<file path="config.mk">
export PLATFORM = sky130hd
export DESIGN_NAME = bus_arbiter
export DESIGN_NICKNAME = d
export VERILOG_FILES = /design/src/rtl/bus_arbiter_pkg.sv /design/src/rtl/bus_arbiter_rr_pick.sv /design/src/rtl/bus_arbiter.sv
export SDC_FILE = /design/constraint.sdc
export NUM_CORES = 1
export LEC_CHECK = 0
export CAP_MARGIN = 20
export CORE_MARGIN = 2
export CORE_UTILIZATION = 52
export CTS_CLUSTER_SIZE = 30
export DETAILED_ROUTE_END_ITERATION = 8
export PLACE_DENSITY = 0.78
export SLEW_MARGIN = 20
export SYNTH_ARGS = -nofsm -noshare
export SYNTH_HDL_FRONTEND = slang
export SYNTH_HIERARCHICAL = 1
export SYNTH_SLANG_ARGS = --single-unit
</file>
<file path="constraint.sdc">
create_clock -name clk -period 2.5 [get_ports clk]
set_clock_uncertainty 0.2 [all_clocks]
set_input_delay 0.625 -clock clk [delete_from_list [all_inputs] [get_ports clk]]
set_output_delay 0.625 -clock clk [all_outputs]
set_load 0.005 [all_outputs]
</file>
<file path="src/rtl/bus_arbiter_pkg.sv">
`default_nettype none
// +--------------------------------------------------------------------------+
// | Module   : bus_arbiter_pkg                                               |
// | Purpose  : Shared definitions for the 8-bit data bus and its arbiter:    |
// |            bus width constant and the arbiter FSM state encoding.        |
// | Ports    : none (package)                                                |
// | Revision : 1.0  initial release                                          |
// +--------------------------------------------------------------------------+
package bus_arbiter_pkg;

  // Width of the shared tristate data bus that the granted driver owns.
  localparam int BUS_W = 8;

  typedef enum logic [1:0] {
    ST_IDLE  = 2'd0,
    ST_GRANT = 2'd1,
    ST_TURN  = 2'd2
  } arb_state_e;

endpackage
`default_nettype wire

</file>
<file path="src/rtl/bus_arbiter_rr_pick.sv">
`default_nettype none
// +--------------------------------------------------------------------------+
// | Module   : bus_arbiter_rr_pick                                           |
// | Purpose  : Combinational cyclic priority picker. Returns the first set   |
// |            bit of ereq searching upward from rr_ptr, wrapping at N_REQ.  |
// | Ports    : ereq    in  N_REQ  effective requests                         |
// |            rr_ptr  in  IDX_W  search start index                         |
// |            found   out 1      at least one request present               |
// |            win_idx out IDX_W  winning index (0 when found=0)             |
// | Revision : 1.0  initial release                                          |
// +--------------------------------------------------------------------------+
module bus_arbiter_rr_pick #(
  parameter int N_REQ = 4,
  parameter int IDX_W = 2
) (
  input  logic [N_REQ-1:0] ereq,
  input  logic [IDX_W-1:0] rr_ptr,
  output logic             found,
  output logic [IDX_W-1:0] win_idx
);

  // One extra bit so rr_ptr + k never overflows before the wrap compare;
  // the explicit compare keeps non-power-of-two N_REQ correct.
  logic [IDX_W:0] cand;

  always_comb begin
    found   = 1'b0;
    win_idx = '0;
    cand    = '0;
    for (int k = 0; k < N_REQ; k++) begin
      cand = {1'b0, rr_ptr} + (IDX_W+1)'(k);
      if (cand >= (IDX_W+1)'(N_REQ)) begin
        cand = cand - (IDX_W+1)'(N_REQ);
      end
      if (!found && ereq[cand[IDX_W-1:0]]) begin
        found   = 1'b1;
        win_idx = cand[IDX_W-1:0];
      end
    end
  end

endmodule
`default_nettype wire

</file>
<file path="src/rtl/bus_arbiter.sv">
`default_nettype none
// +--------------------------------------------------------------------------+
// | Module   : bus_arbiter                                                   |
// | Purpose  : Round-robin owner selection for the shared 8-bit data bus.    |
// |            Drives one-hot-or-zero registered oe strobes with an idle     |
// |            turnaround gap between owners and an optional hold limit.     |
// | Ports    : clk          in  1      rising-edge clock                     |
// |            reset_n      in  1      asynchronous active-low reset         |
// |            req          in  N_REQ  level-held bus requests               |
// |            req_mask     in  N_REQ  1 = ignore that requester             |
// |            oe           out N_REQ  registered output enables             |
// |            owner        out IDX_W  current owner index, 0 when none      |
// |            busy         out 1      any oe bit high                       |
// |            hold_expired out 1      pulse: grant ended by MAX_HOLD        |
// | Revision : 1.0  initial release                                          |
// +--------------------------------------------------------------------------+
module bus_arbiter
  import bus_arbiter_pkg::*;
#(
  parameter  int N_REQ       = 4,
  parameter  int MAX_HOLD    = 8,
  parameter  int TURN_CYCLES = 1,
  localparam int IDX_W       = $clog2(N_REQ)
) (
  input  logic             clk,
  input  logic             reset_n,
  input  logic [N_REQ-1:0] req,
  input  logic [N_REQ-1:0] req_mask,
  output logic [N_REQ-1:0] oe,
  output logic [IDX_W-1:0] owner,
  output logic             busy,
  output logic             hold_expired
);

  localparam int HOLD_W = (MAX_HOLD > 0) ? $clog2(MAX_HOLD + 1) : 1;
  localparam logic [HOLD_W-1:0] HOLD_LAST = (MAX_HOLD > 0) ? HOLD_W'(MAX_HOLD - 1) : '0;
  localparam logic [2:0] TURN_LAST = 3'(TURN_CYCLES - 1);

  arb_state_e        state_q, state_d;
  logic [N_REQ-1:0]  oe_q, oe_d;
  logic [IDX_W-1:0]  owner_q, owner_d;
  logic              busy_q, busy_d;
  logic              hold_expired_q, hold_expired_d;
  logic [IDX_W-1:0]  rr_ptr_q, rr_ptr_d;
  logic [HOLD_W-1:0] hold_cnt_q, hold_cnt_d;
  logic [2:0]        turn_cnt_q, turn_cnt_d;

  logic [N_REQ-1:0]  ereq;
  logic              found;
  logic [IDX_W-1:0]  win_idx;
  logic [IDX_W-1:0]  next_ptr;

  assign ereq = req & ~req_mask;

  bus_arbiter_rr_pick #(
    .N_REQ (N_REQ),
    .IDX_W (IDX_W)
  ) u_rr_pick (
    .ereq    (ereq),
    .rr_ptr  (rr_ptr_q),
    .found   (found),
    .win_idx (win_idx)
  );

  // Pointer moves just past the departing owner so every other pending
  // requester is served before it can win again.
  assign next_ptr = (owner_q == IDX_W'(N_REQ - 1)) ? '0 : owner_q + IDX_W'(1);

  always_comb begin
    state_d        = state_q;
    oe_d           = oe_q;
    owner_d        = owner_q;
    busy_d         = busy_q;
    hold_expired_d = 1'b0;
    rr_ptr_d       = rr_ptr_q;
    hold_cnt_d     = hold_cnt_q;
    turn_cnt_d     = turn_cnt_q;

    unique case (state_q)
      ST_IDLE: begin
        if (found) begin
          state_d    = ST_GRANT;
          oe_d       = N_REQ'(1) << win_idx;
          owner_d    = win_idx;
          busy_d     = 1'b1;
          hold_cnt_d = '0;
        end
      end

      ST_GRANT: begin
        if (!ereq[owner_q]) begin
          state_d    = ST_TURN;
          oe_d       = '0;
          owner_d    = '0;
          busy_d     = 1'b0;
          rr_ptr_d   = next_ptr;
          turn_cnt_d = '0;
        end else if ((MAX_HOLD != 0) && (hold_cnt_q == HOLD_LAST)) begin
          state_d        = ST_TURN;
          oe_d           = '0;
          owner_d        = '0;
          busy_d         = 1'b0;
          rr_ptr_d       = next_ptr;
          turn_cnt_d     = '0;
          hold_expired_d = 1'b1;
        end else begin
          hold_cnt_d = hold_cnt_q + HOLD_W'(1);
        end
      end

      ST_TURN: begin
        // Requests are only sampled on the final turnaround cycle.
        if (turn_cnt_q == TURN_LAST) begin
          if (found) begin
            state_d    = ST_GRANT;
            oe_d       = N_REQ'(1) << win_idx;
            owner_d    = win_idx;
            busy_d     = 1'b1;
            hold_cnt_d = '0;
          end else begin
            state_d = ST_IDLE;
          end
        end else begin
          turn_cnt_d = turn_cnt_q + 3'd1;
        end
      end

      default: begin
        state_d = ST_IDLE;
        oe_d    = '0;
        owner_d = '0;
        busy_d  = 1'b0;
      end
    endcase
  end

  always_ff @(posedge clk or negedge reset_n) begin
    if (!reset_n) begin
      state_q        <= ST_IDLE;
      oe_q           <= '0;
      owner_q        <= '0;
      busy_q         <= 1'b0;
      hold_expired_q <= 1'b0;
      rr_ptr_q       <= '0;
      hold_cnt_q     <= '0;
      turn_cnt_q     <= '0;
    end else begin
      state_q        <= state_d;
      oe_q           <= oe_d;
      owner_q        <= owner_d;
      busy_q         <= busy_d;
      hold_expired_q <= hold_expired_d;
      rr_ptr_q       <= rr_ptr_d;
      hold_cnt_q     <= hold_cnt_d;
      turn_cnt_q     <= turn_cnt_d;
    end
  end

  assign oe           = oe_q;
  assign owner        = owner_q;
  assign busy         = busy_q;
  assign hold_expired = hold_expired_q;

endmodule
`default_nettype wire

</file>
**Word-level counts from Yosys, hierarchy flattened**

Cells that the tools add are included.

- Output and inout bits: 8
- Word-level logic and storage cells: 114
- Register bits: 19

- Add/subtract/negate cells: 10
- Reductions and logical operators: 15
- $lt $le $gt $ge: 9
- Shift-type cells: 1
- Mux-type cells: 58
- Eq/ne operators: 11
- Bitwise gates (word level): 2

Operator list:

| cell | count |
|---|---|
| $mux W2 | 19 |
| $mux W4 | 8 |
| $pmux W4 S3 | 2 |
| $mux W1 | 17 |
| $lt A2 B3 Y1 const B | 5 |
| $pmux W2 S3 | 2 |
| $bmux W1 S2 | 5 |
| $ne A2 B2 Y1 const B | 5 |
| $ge A3 B3 Y1 const B | 3 |
| $mux W3 | 3 |
| $sub A2 B1 Y2 const B | 4 |
| $add A2 B2 Y3 const B | 2 |
| $pmux W3 S2 | 1 |
| $reduce_and A3 Y1 | 2 |
| $add A4 B1 Y4 const B | 1 |
| $and A4 B4 Y4 | 1 |
| $eq A2 B2 Y1 const B | 2 |
| $eq A4 B3 Y1 const B | 1 |
| $not A4 Y4 | 1 |
| $reduce_and A2 Y1 | 2 |
| $reduce_and A4 Y1 | 1 |
| $shl A1 B2 Y4 const A | 1 |
| $add A2 B1 Y3 const B | 1 |
| $add A3 B1 Y3 const B | 1 |
| 12 further kinds | 16 |

**Logic depth before layout (Yosys ltp)**

- Word-level depth: 18
- Mapped depth: 7

**Cells and area by module**

The synthesis kept the hierarchy.

By module, submodules not included:

| module | cells an instance | times used | area an instance (µm²) |
|---|---|---|---|
| bus_arbiter | 97 | 1 | 1,071.0 |
| bus_arbiter_rr_pick | 15 | 1 | 77.6 |

**Worst setup path after synthesis**

Ideal clock, no wire load.

- Path kind: input to register
- From: in req[1]
- To: reg oe_q[1] (netlist: oe[1])
- Path slack: 423 ps
- Data arrival time: 1,799 ps
- Required time: 2,222 ps
- Cell stages on the path: 7
- Library setup time: 78 ps
- Cells stage by stage: nor2b_1 -> inv_1 -> a221o_1 -> a21oi_1 -> nor2b_1 -> mux2i_1 -> o2bb2ai_1

- Cells in the longest elaborated chain, start to end: 17

Ends and longest elaborated chain:

| what | RTL line | source |
|---|---|---|
| start: declaration | bus_arbiter.sv:27 | `input logic [N_REQ-1:0] req,` |
| $and A4 B4 Y4 (*) | bus_arbiter.sv:53 | `assign ereq = req & ~req_mask;` |
| $bmux W1 S2 | bus_arbiter_rr_pick.sv:35 | `if (!found && ereq[cand[IDX_W-1:0]]) begin` |
| $mux W1 (implied by the code) | bus_arbiter_rr_pick.sv:35 |  |
| $mux W1 | bus_arbiter_rr_pick.sv:35 |  |
| $logic_not A1 Y1 | bus_arbiter_rr_pick.sv:35 |  |
| $logic_and A1 B1 Y1 | bus_arbiter_rr_pick.sv:35 |  |
| $mux W1 | bus_arbiter_rr_pick.sv:35 |  |
| $logic_not A1 Y1 | bus_arbiter_rr_pick.sv:35 |  |
| (+2 left out) | - |  |
| $logic_not A1 Y1 | bus_arbiter_rr_pick.sv:35 |  |
| $logic_and A1 B1 Y1 | bus_arbiter_rr_pick.sv:35 |  |
| $mux W2 (*) | bus_arbiter_rr_pick.sv:35 |  |
| named net win_idx[0] | bus_arbiter.sv:50 | `logic [IDX_W-1:0] win_idx;` |
| $shl A1 B2 Y4 (*) | bus_arbiter.sv:83, bus_arbiter.sv:116 |  |
| $mux W4 (*) | bus_arbiter.sv:81, bus_arbiter.sv:114 |  |
| $mux W4 | bus_arbiter.sv:113 | `if (turn_cnt_q == TURN_LAST) begin` |
| $pmux W4 S3 (*) | bus_arbiter.sv:79 | `unique case (state_q)` |
| end signal: assignment | bus_arbiter.sv:140 | `oe_q <= '0;` |
| end signal: assignment | bus_arbiter.sv:149 | `oe_q <= oe_d;` |
| end: declaration | bus_arbiter.sv:40 | `logic [N_REQ-1:0] oe_q, oe_d;` |

The timed path passes the listed nets; every way through them passes the cells marked *. The select of a mux whose other input is x is not followed.
A chain may end at the register's enable or synchronous reset.

**Worst setup path after layout**

- From: in req[1]
- To: reg oe_q[1] (netlist: oe[1])

- Cells in the longest elaborated chain, start to end: 17

Ends and longest elaborated chain:

| what | RTL line | source |
|---|---|---|
| $and A4 B4 Y4 (*) | bus_arbiter.sv:53 |  |
| named net ereq[1] | bus_arbiter.sv:48 | `logic [N_REQ-1:0] ereq;` |
| $bmux W1 S2 | bus_arbiter_rr_pick.sv:35 |  |
| $mux W1 (implied by the code) | bus_arbiter_rr_pick.sv:35 |  |
| $mux W1 | bus_arbiter_rr_pick.sv:35 |  |
| $logic_not A1 Y1 | bus_arbiter_rr_pick.sv:35 |  |
| $logic_and A1 B1 Y1 | bus_arbiter_rr_pick.sv:35 |  |
| $mux W1 | bus_arbiter_rr_pick.sv:35 |  |
| (+3 left out) | - |  |
| $logic_not A1 Y1 | bus_arbiter_rr_pick.sv:35 |  |
| $logic_and A1 B1 Y1 | bus_arbiter_rr_pick.sv:35 |  |
| $mux W2 (*) | bus_arbiter_rr_pick.sv:35 |  |
| named net win_idx[0] | bus_arbiter.sv:50 |  |
| $shl A1 B2 Y4 (*) | bus_arbiter.sv:83, bus_arbiter.sv:116 |  |
| $mux W4 (*) | bus_arbiter.sv:81, bus_arbiter.sv:114 |  |
| $mux W4 | bus_arbiter.sv:113 |  |
| $pmux W4 S3 (*) | bus_arbiter.sv:79 |  |

Marks and branches as above.

==> impl_metrics.tcl <==
set metrics [dict create \
    use_met3 0.0351 \
    wl_per_cell_um 13.8 \
    holdCritPathClass "reg2reg" \
    routed_wl_um 2340 \
    path_max_fanout 5 \
    leakage_nw 0.670 \
    fin_crit_sh 0.922 \
    powerDensity_nw_per_um2 877 \
    cp.required_ps 2530 \
    tns_ps 0 \
    grt_setup_unrepaired "no" \
    setup_ws_ps 196 \
    io_pins 18 \
    viasPerCell 5.54 \
    cts_setup_buffers 0 \
    worstSetupPathType "in2reg" \
    vdd.ir_drop.worst_mv 0.734 \
    cts_buffers 3 \
    status "finished, final reports clean" \
    clockRootBuffer "clkbuf_4" \
    grt_pass1_wl_um 4170 \
    synth_top_area_frac 0.414 \
    synth_area_leaders "dfrtp_1, mux2i_1, ha_1" \
    total_power_w 0.00127 \
    cp.depth 8 \
    ant_nets 0 \
    holdWs_ps 321 \
    slowest_stage "clkdlybuf4s50_1" \
    dr.pass1.iters 5 \
    power_frac_seq 0.413 \
    die_w_um 51 \
    drc 0 \
    synth.largest_area_cell "dfrtp_1" \
    cts.path.max_buffers 2 \
    drt_iter0_markers 20 \
    cts_tree "built" \
    timing.critical_path.buf_inv 2 \
    path_cells "clkdlybuf4s50_1 > nor2b_1 > inv_1 > a221o_1 > a21oi_1 > nor2b_1 > mux2i_1 > o2bb2ai_1" \
    use_met2 0.357 \
    synth-seq-cells 19 \
    synthesis.area_um2 1150 \
    clockPowerShare 0.124 \
    synth-edff-count 0 \
    power_switching_w 0.000496 \
    setup_viol 0 \
    syn_inst 112 \
    cts_sinks 19 \
    dp_hpwl_um 1800 \
    grt_max_degree 20 \
    first_global_vias 916 \
    ys.flop_type "dfrtp_1" \
    syn_avg_cell_area_um2 10.3 \
    r2r_cells 4 \
    core-area_um2 2150 \
    ys_seq_area_frac 0.414 \
    cts-resized-gates 0 \
    gp_congestion 0.765 \
    yosysMostFrequentCell "dfrtp_1" \
    nets 157 \
    arrival_ps 2340 \
    maxSlewHeadroom 0.706 \
    ys_warn_count 6 \
    slowest_delay_ps 470 \
    holdPathStages 1 \
    place_ws_ps -147 \
    max_cap_viol_count 0 \
    crit_path_frequent_cell "nor2b_1" \
    slew_viol_final 0 \
    portBuffers 17 \
    initial_utilization 0.535 \
    comb_power_share 0.463 \
    hold_viol_final 0 \
    antenna_found_initial 0 \
    grtUsageMet1 0.287 \
    internal-power_w 0.000779 \
    die_h_um 51 \
    synthArstFlopShare 1.00 \
    sw_frac_of_total 0.389 \
    die_area_um2 2600 \
    worst_path_dominant_cell_family "compound AO/OA/AOI/OAI gates" \
    diodes 0 \
    tightest_slew_ps 440 \
    synthesis.nets 126 \
    drive_above_1_share 0.169 \
    grt_busiest_layer "met2" \
    ys_types 37 \
    clk_latency_ps 300 \
    clk_pin_slew_ps 110 \
    ctsHoldBuffers 0 \
    grt_use_total 0.219 \
    area_growth_pct 26.6 \
    finalCriticalPeriod_ps 2300 \
    overflow 0 \
    endpoint_kind "flop" \
    dr_total_vias 942 \
    placed_cells 166 \
    startpoint_type "primary input" \
    rows 17 \
    fin_cells 170 \
    synth_common_cells "dfrtp_1, inv_1, nand2_1" \
    fmax_ghz 0.434 \
    htree_levels 1 \
]
metrics by stage:
stage | utilization | instance area, um2
2_1_floorplan | - | 1150
3_3_place_gp | 0.664 | 1430
3_5_place_dp | 0.664 | 1430
4_1_cts | 0.677 | 1450
5_1_grt | 0.677 | 1450
6_report | 0.677 | 1450
logic make-up (layout without fill, tap and decap cells):
kind of cell,after synthesis,in the layout,synth area share
AO/OA/AOI/OAI,25,25,0.162
buffers and inverters,11,41,0.0381
AND/OR/NAND/NOR,45,45,0.264
adder cells (fa/ha/maj),4,4,0.0436
flip-flops,19,19,0.414
multiplexers,8,8,0.0784
registers in the layout, indices dropped and copies added (netlist names):
signal        flops
hold_cnt_q        4
rr_ptr_q          2
turn_cnt_q        3
owner             2
oe                4
hold_expired      1
busy              1
state_q           2
per-layer routing:
metal  wire length [um]  vias up
met5                  0        -
met4                 16        0
met3                 82        2
met2               1190       14
met1               1060      454
li1                   -      472
final timing paths:
check	slack [ps]	end	startpoint
max	200	oe[1]	req[1]
min	320	oe[3]	oe[3]
max reg2reg	570	hold_cnt_q[0]	owner[0]
min reg2reg	320	oe[3]	oe[3]
max in group asynchronous	1450	turn_cnt_q[0]	reset_n
min in group asynchronous	450	oe[1]	reset_n
power by group through the flow:
| stage | sequential (W) | combinational, W | clock [W] |
|---|---|---|---|
| after floorplan | 0.000488 | 0.000395 | 0 |
| after global placement | 0.000521 | 0.000572 | 0 |
| after detailed placement | 0.000528 | 0.000589 | 0 |
| after CTS | 0.000523 | 0.000592 | 0.000166 |
| after global routing | 0.000542 | 0.000659 | 0.000177 |
| final | 0.000526 | 0.000591 | 0.000158 |
layout by cell type, fill, tap and decap left out, types with 3 or more instances in the layout:
| master | instances |
|---|---|
| a21oi_1 | 4 |
| inv_1 | 8 |
| mux2i_1 | 6 |
| o21ai_1 | 3 |
| ha_1 | 4 |
| nand4b_1 | 3 |
| o2bb2ai_1 | 4 |
| nor2b_1 | 7 |
| dfrtp_1 | 19 |
| buf_4 | 11 |
| clkdlybuf4s50_1 | 17 |
| nor2_1 | 5 |
| nand3_1 | 4 |
| nand2b_1 | 3 |
| clkbuf_4 | 3 |
| nor3_1 | 3 |
| nand2_1 | 8 |
cell type report:
type / count / area, um2
clock buffer: 3 / 22.5
clock inverter: 1 / 5.00
fill: 164 / 694
inverter: 9 / 33.8
multi-input combinational: 82 / 629
sequential: 19 / 475
tap: 28 / 35.0
timing repair buffer: 28 / 253
Note: power is estimated with default switching activity, not from simulation.
